### src/rtl/random_delay_timer_pkg.sv
// -----------------------------------------------------------------------------
// random_delay_timer_pkg
//
// Shared definitions for the light-game blocks (start-light sequencer,
// random delay timer and their tick sources).
//
// Contents:
//   state_t          - control FSM encoding for the random delay timer.
//                      The encoding is fixed so that a debug probe or checker
//                      can decode the state without the package.
//   DEFAULT_CLK_HZ   - default system clock frequency in Hz.
//   DEFAULT_TICK_HZ  - default delay unit rate in Hz (1 ms units).
//   calc_div()       - prescaler divide ratio for a clock/tick rate pair.
// -----------------------------------------------------------------------------
package random_delay_timer_pkg;

    localparam int DEFAULT_CLK_HZ  = 50_000_000;
    localparam int DEFAULT_TICK_HZ = 1_000;

    typedef enum logic [1:0] {
        ST_IDLE  = 2'b00,
        ST_COUNT = 2'b01,
        ST_FIRE  = 2'b10,
        ST_HOLD  = 2'b11
    } state_t;

    // Integer divide ratio between the system clock and the tick rate.
    function automatic int calc_div(input int clk_hz, input int tick_hz);
        return clk_hz / tick_hz;
    endfunction

endpackage : random_delay_timer_pkg

### src/rtl/random_delay_timer_tick_gen.sv
// -----------------------------------------------------------------------------
// tick_gen
//
// Prescaler producing one single-cycle tick every DIV enabled clocks.
// The internal counter runs 0..DIV-1; the tick is asserted during the cycle
// in which the counter holds DIV-1, so the wrap back to 0 and the consumer's
// reaction to the tick happen on the same posedge.
//
// Parameters:
//   DIV   - divide ratio, integer >= 2.
//
// Ports:
//   clk   in  1  system clock, posedge active.
//   rst   in  1  synchronous active-high reset, counter to 0.
//   clear in  1  synchronous clear, counter to 0 (overrides en).
//   en    in  1  count enable.
//   tick  out 1  high for the one cycle that ends with the counter wrapping.
// -----------------------------------------------------------------------------
module tick_gen #(
    parameter int DIV = 50_000
) (
    input  logic clk,
    input  logic rst,
    input  logic clear,
    input  logic en,
    output logic tick
);

    localparam int CW = (DIV > 2) ? $clog2(DIV) : 1;
    localparam logic [CW-1:0] LAST = CW'(DIV - 1);

    logic [CW-1:0] cnt;

    always_ff @(posedge clk) begin
        if (rst || clear) begin
            cnt <= '0;
        end else if (en) begin
            if (cnt == LAST) begin
                cnt <= '0;
            end else begin
                cnt <= cnt + 1'b1;
            end
        end
    end

    // Decoded from the registered count; a clear in the same cycle cancels
    // the tick so the consumer never sees a tick from a discarded period.
    assign tick = en && !clear && (cnt == LAST);

endmodule : tick_gen

### src/rtl/random_delay_timer.sv
// -----------------------------------------------------------------------------
// random_delay_timer
//
// Waits a randomised number of milliseconds after the start-light sequencer
// raises start, then emits a single-cycle time_out pulse.
//
//   delay D = MIN_MS + (rand_val << RAND_SHIFT)   [ms, CNT_W bits, unsigned]
//
// rand_val is captured only on the cycle start is accepted. Dropping start
// during the count aborts silently; after the pulse the block parks in HOLD
// until start is released, so a start level left high cannot re-trigger.
//
// Handshake: start is a level request. It is accepted on the first posedge
// in IDLE that sees it high, must stay high for the whole count (a low level
// aborts), and must go low once after time_out before the next request is
// accepted. time_out is a one-cycle pulse with no back-pressure.
//
// Parameters:
//   CLK_HZ, TICK_HZ  - clock and delay-unit rates, DIV = CLK_HZ/TICK_HZ >= 2.
//   RAND_W           - width of rand_val.
//   RAND_SHIFT       - left shift applied to rand_val.
//   MIN_MS           - fixed minimum delay.
//   CNT_W            - ms counter width, holds the largest D.
//
// Ports:
//   clk       in  1       system clock, posedge active.
//   rst       in  1       synchronous active-high reset.
//   start     in  1       level request from the sequencer.
//   rand_val  in  RAND_W  random value, sampled on the accepting cycle.
//   time_out  out 1       single-cycle end-of-delay pulse (registered).
//   busy      out 1       high in COUNT and FIRE (registered).
//   ms_left   out CNT_W   remaining ms while counting, else 0 (registered).
//   state     out 2       current FSM state, for debug and checkers.
// -----------------------------------------------------------------------------
module random_delay_timer
    import random_delay_timer_pkg::*;
#(
    parameter int CLK_HZ     = DEFAULT_CLK_HZ,
    parameter int TICK_HZ    = DEFAULT_TICK_HZ,
    parameter int RAND_W     = 7,
    parameter int RAND_SHIFT = 4,
    parameter int MIN_MS     = 250,
    parameter int CNT_W      = 14
) (
    input  logic              clk,
    input  logic              rst,
    input  logic              start,
    input  logic [RAND_W-1:0] rand_val,
    output logic              time_out,
    output logic              busy,
    output logic [CNT_W-1:0]  ms_left,
    output state_t            state
);

    localparam int DIV = calc_div(CLK_HZ, TICK_HZ);

    // ------------------------------------------------------------------
    // Delay arithmetic: zero-extend before shifting so no random bits are
    // lost off the top of the RAND_W-wide input.
    // ------------------------------------------------------------------
    logic [CNT_W-1:0] rand_ext;
    logic [CNT_W-1:0] delay_ms;

    assign rand_ext = CNT_W'(rand_val);
    assign delay_ms = CNT_W'(MIN_MS) + (rand_ext << RAND_SHIFT);

    // ------------------------------------------------------------------
    // Millisecond prescaler. It only runs while counting with start held;
    // in every other situation it is forced back to 0 so each new count
    // starts a full ms period from the accepting edge.
    // ------------------------------------------------------------------
    logic tick_en;
    logic tick_clear;
    logic ms_tick;

    assign tick_en    = (state == ST_COUNT);
    assign tick_clear = (state != ST_COUNT) || !start;

    tick_gen #(
        .DIV (DIV)
    ) u_tick_gen (
        .clk   (clk),
        .rst   (rst),
        .clear (tick_clear),
        .en    (tick_en),
        .tick  (ms_tick)
    );

    // ------------------------------------------------------------------
    // Control FSM with registered outputs.
    // ------------------------------------------------------------------
    always_ff @(posedge clk) begin
        if (rst) begin
            state    <= ST_IDLE;
            time_out <= 1'b0;
            busy     <= 1'b0;
            ms_left  <= '0;
        end else begin
            case (state)
                ST_IDLE: begin
                    time_out <= 1'b0;
                    if (start) begin
                        state   <= ST_COUNT;
                        busy    <= 1'b1;
                        ms_left <= delay_ms;
                    end else begin
                        busy    <= 1'b0;
                        ms_left <= '0;
                    end
                end

                ST_COUNT: begin
                    if (!start) begin
                        // Abort wins over a coincident tick: no pulse.
                        state    <= ST_IDLE;
                        busy     <= 1'b0;
                        ms_left  <= '0;
                        time_out <= 1'b0;
                    end else if (ms_tick) begin
                        // A zero delay (only possible with MIN_MS=0) is
                        // treated like 1 ms rather than wrapping around.
                        if (ms_left <= CNT_W'(1)) begin
                            state    <= ST_FIRE;
                            ms_left  <= '0;
                            time_out <= 1'b1;
                        end else begin
                            ms_left  <= ms_left - 1'b1;
                        end
                    end
                end

                ST_FIRE: begin
                    state    <= ST_HOLD;
                    time_out <= 1'b0;
                    busy     <= 1'b0;
                    ms_left  <= '0;
                end

                ST_HOLD: begin
                    time_out <= 1'b0;
                    busy     <= 1'b0;
                    ms_left  <= '0;
                    if (!start) begin
                        state <= ST_IDLE;
                    end
                end

                default: begin
                    state    <= ST_IDLE;
                    time_out <= 1'b0;
                    busy     <= 1'b0;
                    ms_left  <= '0;
                end
            endcase
        end
    end

endmodule : random_delay_timer
### config.mk
export PLATFORM = sky130hd
export DESIGN_NAME = random_delay_timer
export DESIGN_NICKNAME = d
export VERILOG_FILES = /design/src/rtl/random_delay_timer_pkg.sv /design/src/rtl/random_delay_timer_tick_gen.sv /design/src/rtl/random_delay_timer.sv
export SDC_FILE = /design/constraint.sdc
export NUM_CORES = 1
export LEC_CHECK = 0
export ABC_AREA = 1
export BUFFER_PORTS_ARGS = -buffer_cell sky130_fd_sc_hd__buf_2
export CORE_MARGIN = 3
export CORE_UTILIZATION = 25
export CTS_CLUSTER_DIAMETER = 30
export DETAILED_ROUTE_END_ITERATION = 10
export PLACE_DENSITY_LB_ADDON = 0.08
export SLEW_MARGIN = 25
export SYNTH_ARGS = -nofsm -noshare
export SYNTH_HDL_FRONTEND = slang
export SYNTH_SLANG_ARGS = --single-unit
### constraint.sdc
create_clock -name clk -period 1.75 [get_ports clk]
set_input_delay 0.175 -clock clk [delete_from_list [all_inputs] [get_ports clk]]
set_output_delay 0.175 -clock clk [all_outputs]
set_load 0.005 [all_outputs]
# --- After elaboration in Yosys (flattened, before gate mapping) ---
# Index checks and enable logic that the tools add are counted.
# W data, S select, Z words.
classes:
  addsub: 3
  magnitude_cmp: 1
  eq_ne: 10
  n_mux: 19
  reduce_logical: 11
ops:
  columns: ["operator", "count"]
  rows:
  - ["$mux W14", 3]
  - ["$pmux W14 S3", 1]
  - ["$add A16 B1 Y16 const B", 1]
  - ["$eq A16 B16 Y1 const B", 1]
  - ["$mux W16", 1]
  - ["$le A14 B1 Y1 const B", 1]
  - ["$sub A14 B1 Y14 const B", 1]
  - ["$add A8 B11 Y12 const A", 1]
  - ["$mux W12", 1]
  - ["$mux W2", 5]
  - ["$pmux W2 S4", 1]
  - ["$ne A2 B2 Y1 const B", 3]
  - ["$ne A3 B3 Y1 const B", 2]
  - ["$mux W1", 5]
  - ["$eq A2 B2 Y1 const B", 2]
  - ["$reduce_and A4 Y1", 1]
  - ["$pmux W1 S3", 1]
  - ["$reduce_or A3 Y1", 1]
  - ["$eq A2 B1 Y1 const B", 1]
  - ["$logic_and A1 B1 Y1", 2]
  - ["$logic_not A1 Y1", 2]
  - ["$logic_not A2 Y1", 1]
  - ["$logic_or A1 B1 Y1", 2]
  - ["$ne A2 B1 Y1 const B", 1]
  - ["3 further kinds", 3]
totals:
  reg_bits: 34
  inputBits: 10
  out_inout_bits: 18

# --- Logic depth before layout (Yosys ltp) ---
depth:
  ltp_word: 8
  depth_mapped: 11

# --- Modules after synthesis ---
# From an unflattened synthesis, not the netlist that was laid out.
hier_totals:
  cells_unflattened: 346
  area_unflattened_um2: 2202.1
modules_own_cells:
  columns: ["mod", "instances", "cells_per_inst", "area_each_um2", "seq_area_each_um2"]
  rows:
  - ["random_delay_timer", 1, 212, 1322.5, 360.3]
  - ["tick_gen", 1, 134, 879.6, 320.3]

# --- Worst setup path after synthesis ---
# No wires, ideal clock.
synth_timing:
  path_kind: "register to register"
  from: "register u_tick_gen.cnt[0]"
  to: "register ms_left[6]"
  arrival_ns: 1.364
  path_slack_ns: 0.269
  stages_incl_launch_ff: 12
  n_path_buf: 1
  cell_sequence: "dfxtp_1 ha_1 nand2_4 nor2_8 inv_2 nor2_2 nand2_2 nand2_4 buf_6 o21ai_0 nor2_1 nor2_1"
synth_between:
  elab_chain_len: 3
synth_rtl:
  columns: ["item", "line_no", "text"]
  rows:
  - ["start, declared", "random_delay_timer_tick_gen.sv:32", "logic [CW-1:0] cnt;"]
  - ["start signal, assigned", "random_delay_timer_tick_gen.sv:41", "cnt <= cnt + 1'b1;"]
  - ["$eq A16 B16 Y1", "random_delay_timer_tick_gen.sv:48", "assign tick = en && !clear && (cnt == LAST);"]
  - ["$logic_and A1 B1 Y1", "random_delay_timer_tick_gen.sv:48", null]
  - ["$ne A3 B3 Y1 (no source line)", null, null]
  - ["end signal, assigned", "random_delay_timer.sv:105", "ms_left <= delay_ms;"]
  - ["end signal, assigned", "random_delay_timer.sv:127", "ms_left <= ms_left - 1'b1;"]
  - ["end, declared", "random_delay_timer.sv:51", "output logic [CNT_W-1:0] ms_left,"]
# Every way passes these cells.
# A chain may end at the register's enable or synchronous reset.

# --- Final worst setup path ---
layout_timing:
  from: "register u_tick_gen.cnt[0]"
  to: "register ms_left[2]"
# Same word-level chain as after synthesis.

==> flow_metrics.env <==
export IMPL_cts_tree="yes"
export IMPL_path_cells="ha_2 -> nand2_4 -> nor2_8 -> nand3_1 -> nand2b_2 -> nand2_4 -> clkinv_4 -> nand2_1 -> o21ai_1"
export IMPL_final_util_pct=30.2
export IMPL_top_layer_used="met4"
export IMPL_stdcell_count=509
export IMPL_synth_edff_count=0
export IMPL_grt_pass1_wl_mm=10.6
export IMPL_die_x_um=101
export IMPL_syn_nets=379
export IMPL_combPwrFrac_pct=22.8
export IMPL_gp_congestion=0.800
export IMPL_worst_path_max_delay_cell="dfxtp_1"
export IMPL_dp_hpwl_mm=4.87
export IMPL_clock_fmax_ghz=0.631
export IMPL_wl_met1_mm=2.80
export IMPL_startpoint_type="flop"
export IMPL_drv_slew=0
export IMPL_dieArea_um2=10300
export IMPL_cts_buffers=5
export IMPL_antenna_found_initial=0
export IMPL_yosysTopAreaCell="dfxtp_1"
export IMPL_clockPowerShare_pct=31.1
export IMPL_hold_ws_ns=0.235
export IMPL_cap_viol_max_count=0
export IMPL_start_util_pct=25.9
export IMPL_grt_pass1_vias=2255
export IMPL_p_leak_nw=1.29
export IMPL_status="complete, no violations"
export IMPL_fin_crit_ns=1.58
export IMPL_required_ns=1.92
export IMPL_syn_cell_area_um2=2270
export IMPL_max_slew_margin_rel_pct=73.5
export IMPL_hold_path_class="in -> reg"
export IMPL_area_growth_pct=16.3
export IMPL_cp_max_fo=8
export IMPL_ys_warn_count=0
export IMPL_io_pins=28
export IMPL_critPathTopFamily="simple AND/OR/NAND/NOR gates"
export IMPL_ys_async_sr_fraction_pct=0
export IMPL_vias=2262
export IMPL_ant_nets=0
export IMPL_dr_wl_met2_mm=3.06
export IMPL_overflow=0
export IMPL_crit_type="reg -> reg"
export IMPL_seq_power_share_pct=46.1
export IMPL_clk_latency_ns=0.28
export IMPL_nFillCells=986
export IMPL_yosysMostFrequentCell="nand2_1"
export IMPL_synth_area_leaders="dfxtp_1 30%, nand2_1 15%, nor2_1 9.7%"
export IMPL_rows=34
export IMPL_finalClockSkew_ns=0.00753
export IMPL_place_inst=502
export IMPL_min_period_over_period_pct=90.5
export IMPL_path_buf_inv=1
export IMPL_cts_num_sinks=34
export IMPL_finalHoldViolations=0
export IMPL_drt_iter0_drc=43
export IMPL_post_route_drc_count=0
export IMPL_fin_setup_tns_ns=0
export IMPL_peakVddDrop_v=0.000263
export IMPL_syn_area_per_cell_um2=6.23
export IMPL_rsz0062_at_grt="no"
export IMPL_ys_flop_type="dfxtp_1"
export IMPL_worstSetupEndpointType="flop"
export IMPL_hold_buffers=0
export IMPL_ys_seq_elements=34
export IMPL_port_buffers=27
export IMPL_totalWireLength_mm=6.18
export IMPL_wire_per_inst_um=12.1
export IMPL_ctsLongestPathBuffers=2
export IMPL_die_height_um=101
export IMPL_grt_total_usage_pct=12.9
export IMPL_diodes=0
export IMPL_synth_commonest_cells="93 x nand2_1, 59 x nor2_1, 52 x inv_1, 34 x dfxtp_1, 31 x nand3_1"
export IMPL_nets=415
export IMPL_clk_pin_slew_ns=0.07
export IMPL_tightest_slew_ns=0.396
export IMPL_drive_above_1_share_pct=15.5
export IMPL_pwr_density_cell_nw_per_um2=686
export IMPL_setup_viol=0
export IMPL_grt_max_degree=21
export IMPL_h_tree_depth=2
export IMPL_viasPerCell=4.44
export IMPL_syn_inst=365
export IMPL_p_int_mw=1.23
export IMPL_cp_arrival_ns=1.76
export IMPL_ctsRootBufferMaster="clkbuf_8"
export IMPL_ys_types=31
export IMPL_swShare_pct=32.1
export IMPL_ys_seq_area_share_pct=29.9
export IMPL_dr_pass1_iters=6
export IMPL_fp_coreArea_um2=8760
export IMPL_cp_slowest_stage_delay_ns=0.38
export IMPL_switchingPower_mw=0.582
export IMPL_critPathMostFrequentCell="nand2_4"
export IMPL_synth_top_cell_area_share_pct=29.9
export IMPL_dr_wl_met3_um=251
what timing repair did:
action | 4_1_cts | 5_1_grt
setup endpoints to repair | 0 | 13
setup buffers | 0 | 0
resized for setup | 0 | 4
registers in the layout (all words and copies together) (netlist names), named ones only:
| name | flops |
|---|---|
| u_tick_gen.cnt | 16 |
| ms_left | 14 |
| busy | 1 |
| state | 1 |
| time_out | 1 |
stage by stage:
stage	power, mW	instance area, µm²	worst slack, ns
global route	1.95	2640	0.00605
global placement	1.28	2550	0.106
CTS	1.86	2630	0.101
finish	1.81	2640	0.166
floorplan	1.14	2270	0.269
detailed placement	1.27	2550	0.119
per-layer routing:
| metal | global-route usage [%] | vias to the layer above |
|---|---|---|
| li1 | - | 1215 |
| met1 | 15.1 | 1007 |
| met2 | 23.3 | 33 |
| met3 | 3.17 | 7 |
| met4 | 3.89 | 0 |
| met5 | 0 | - |
kinds of logic (layout without fill, tap and decap cells):
group,count (synthesis),in the layout,share of synthesized area (%)
AND/OR/NAND/NOR,217,217,44.3
buffers and inverters,60,96,10.9
AO/OA/AOI/OAI,41,41,9.19
flip-flops,34,34,29.9
XOR/XNOR,9,9,3.47
adder cells (fa/ha/maj),4,4,2.20
layout by cell type, fill, tap and decap left out, types with 3 or more instances in the layout:
cell,instances
nand3_1,31
nor2_8,3
nand4_1,6
dfxtp_1,33
or2_2,3
nand2_4,3
buf_4,5
nand2_1,93
clkbuf_8,5
ha_1,3
buf_2,27
o21ai_0,15
inv_1,51
a21oi_1,22
nor3_1,8
xor2_1,7
nor2_1,59
inv_2,4
layout make-up:
class                           count  area, µm²  share of cell area, %
Multi-Input combinational cell    271       1360                   51.3
Sequential cell                    34        682                   25.8
Timing Repair Buffer               32        173                   6.53
Clock buffer                        7       76.3                   2.89
Inverter                           57        221                   8.38
Tap cell                          108        135                   5.11
worst register-to-register path: cells and delay by family (launching register included):
family          cells  cell delay [ns]
flops               1             0.38
buf+inv             1             0.10
compound gates      1             0.06
fa+ha+maj           1             0.22
simple gates        6             0.74
final timing paths:
check	startpoint	endpoint	slack (ns)	cells past startpoint
worst max-delay path	u_tick_gen.cnt[0]	ms_left[2]	0.17	9
worst min-delay path	rst	ms_left[12]	0.23	2
worst max register to register	u_tick_gen.cnt[0]	ms_left[2]	0.17	9
worst min register to register	busy	busy	0.47	2
power groups by stage:
| stage | Combinational, mW | Sequential, mW | Clock (mW) |
|---|---|---|---|
| 6_report | 0.414 | 0.836 | 0.564 |
| 5_1_grt | 0.478 | 0.842 | 0.628 |
| 4_1_cts | 0.420 | 0.836 | 0.599 |
| 3_5_place_dp | 0.418 | 0.854 | 0 |
| 3_3_place_gp | 0.420 | 0.855 | 0 |
| 2_1_floorplan | 0.290 | 0.850 | 0 |
Power figures use the tool's default switching activity.
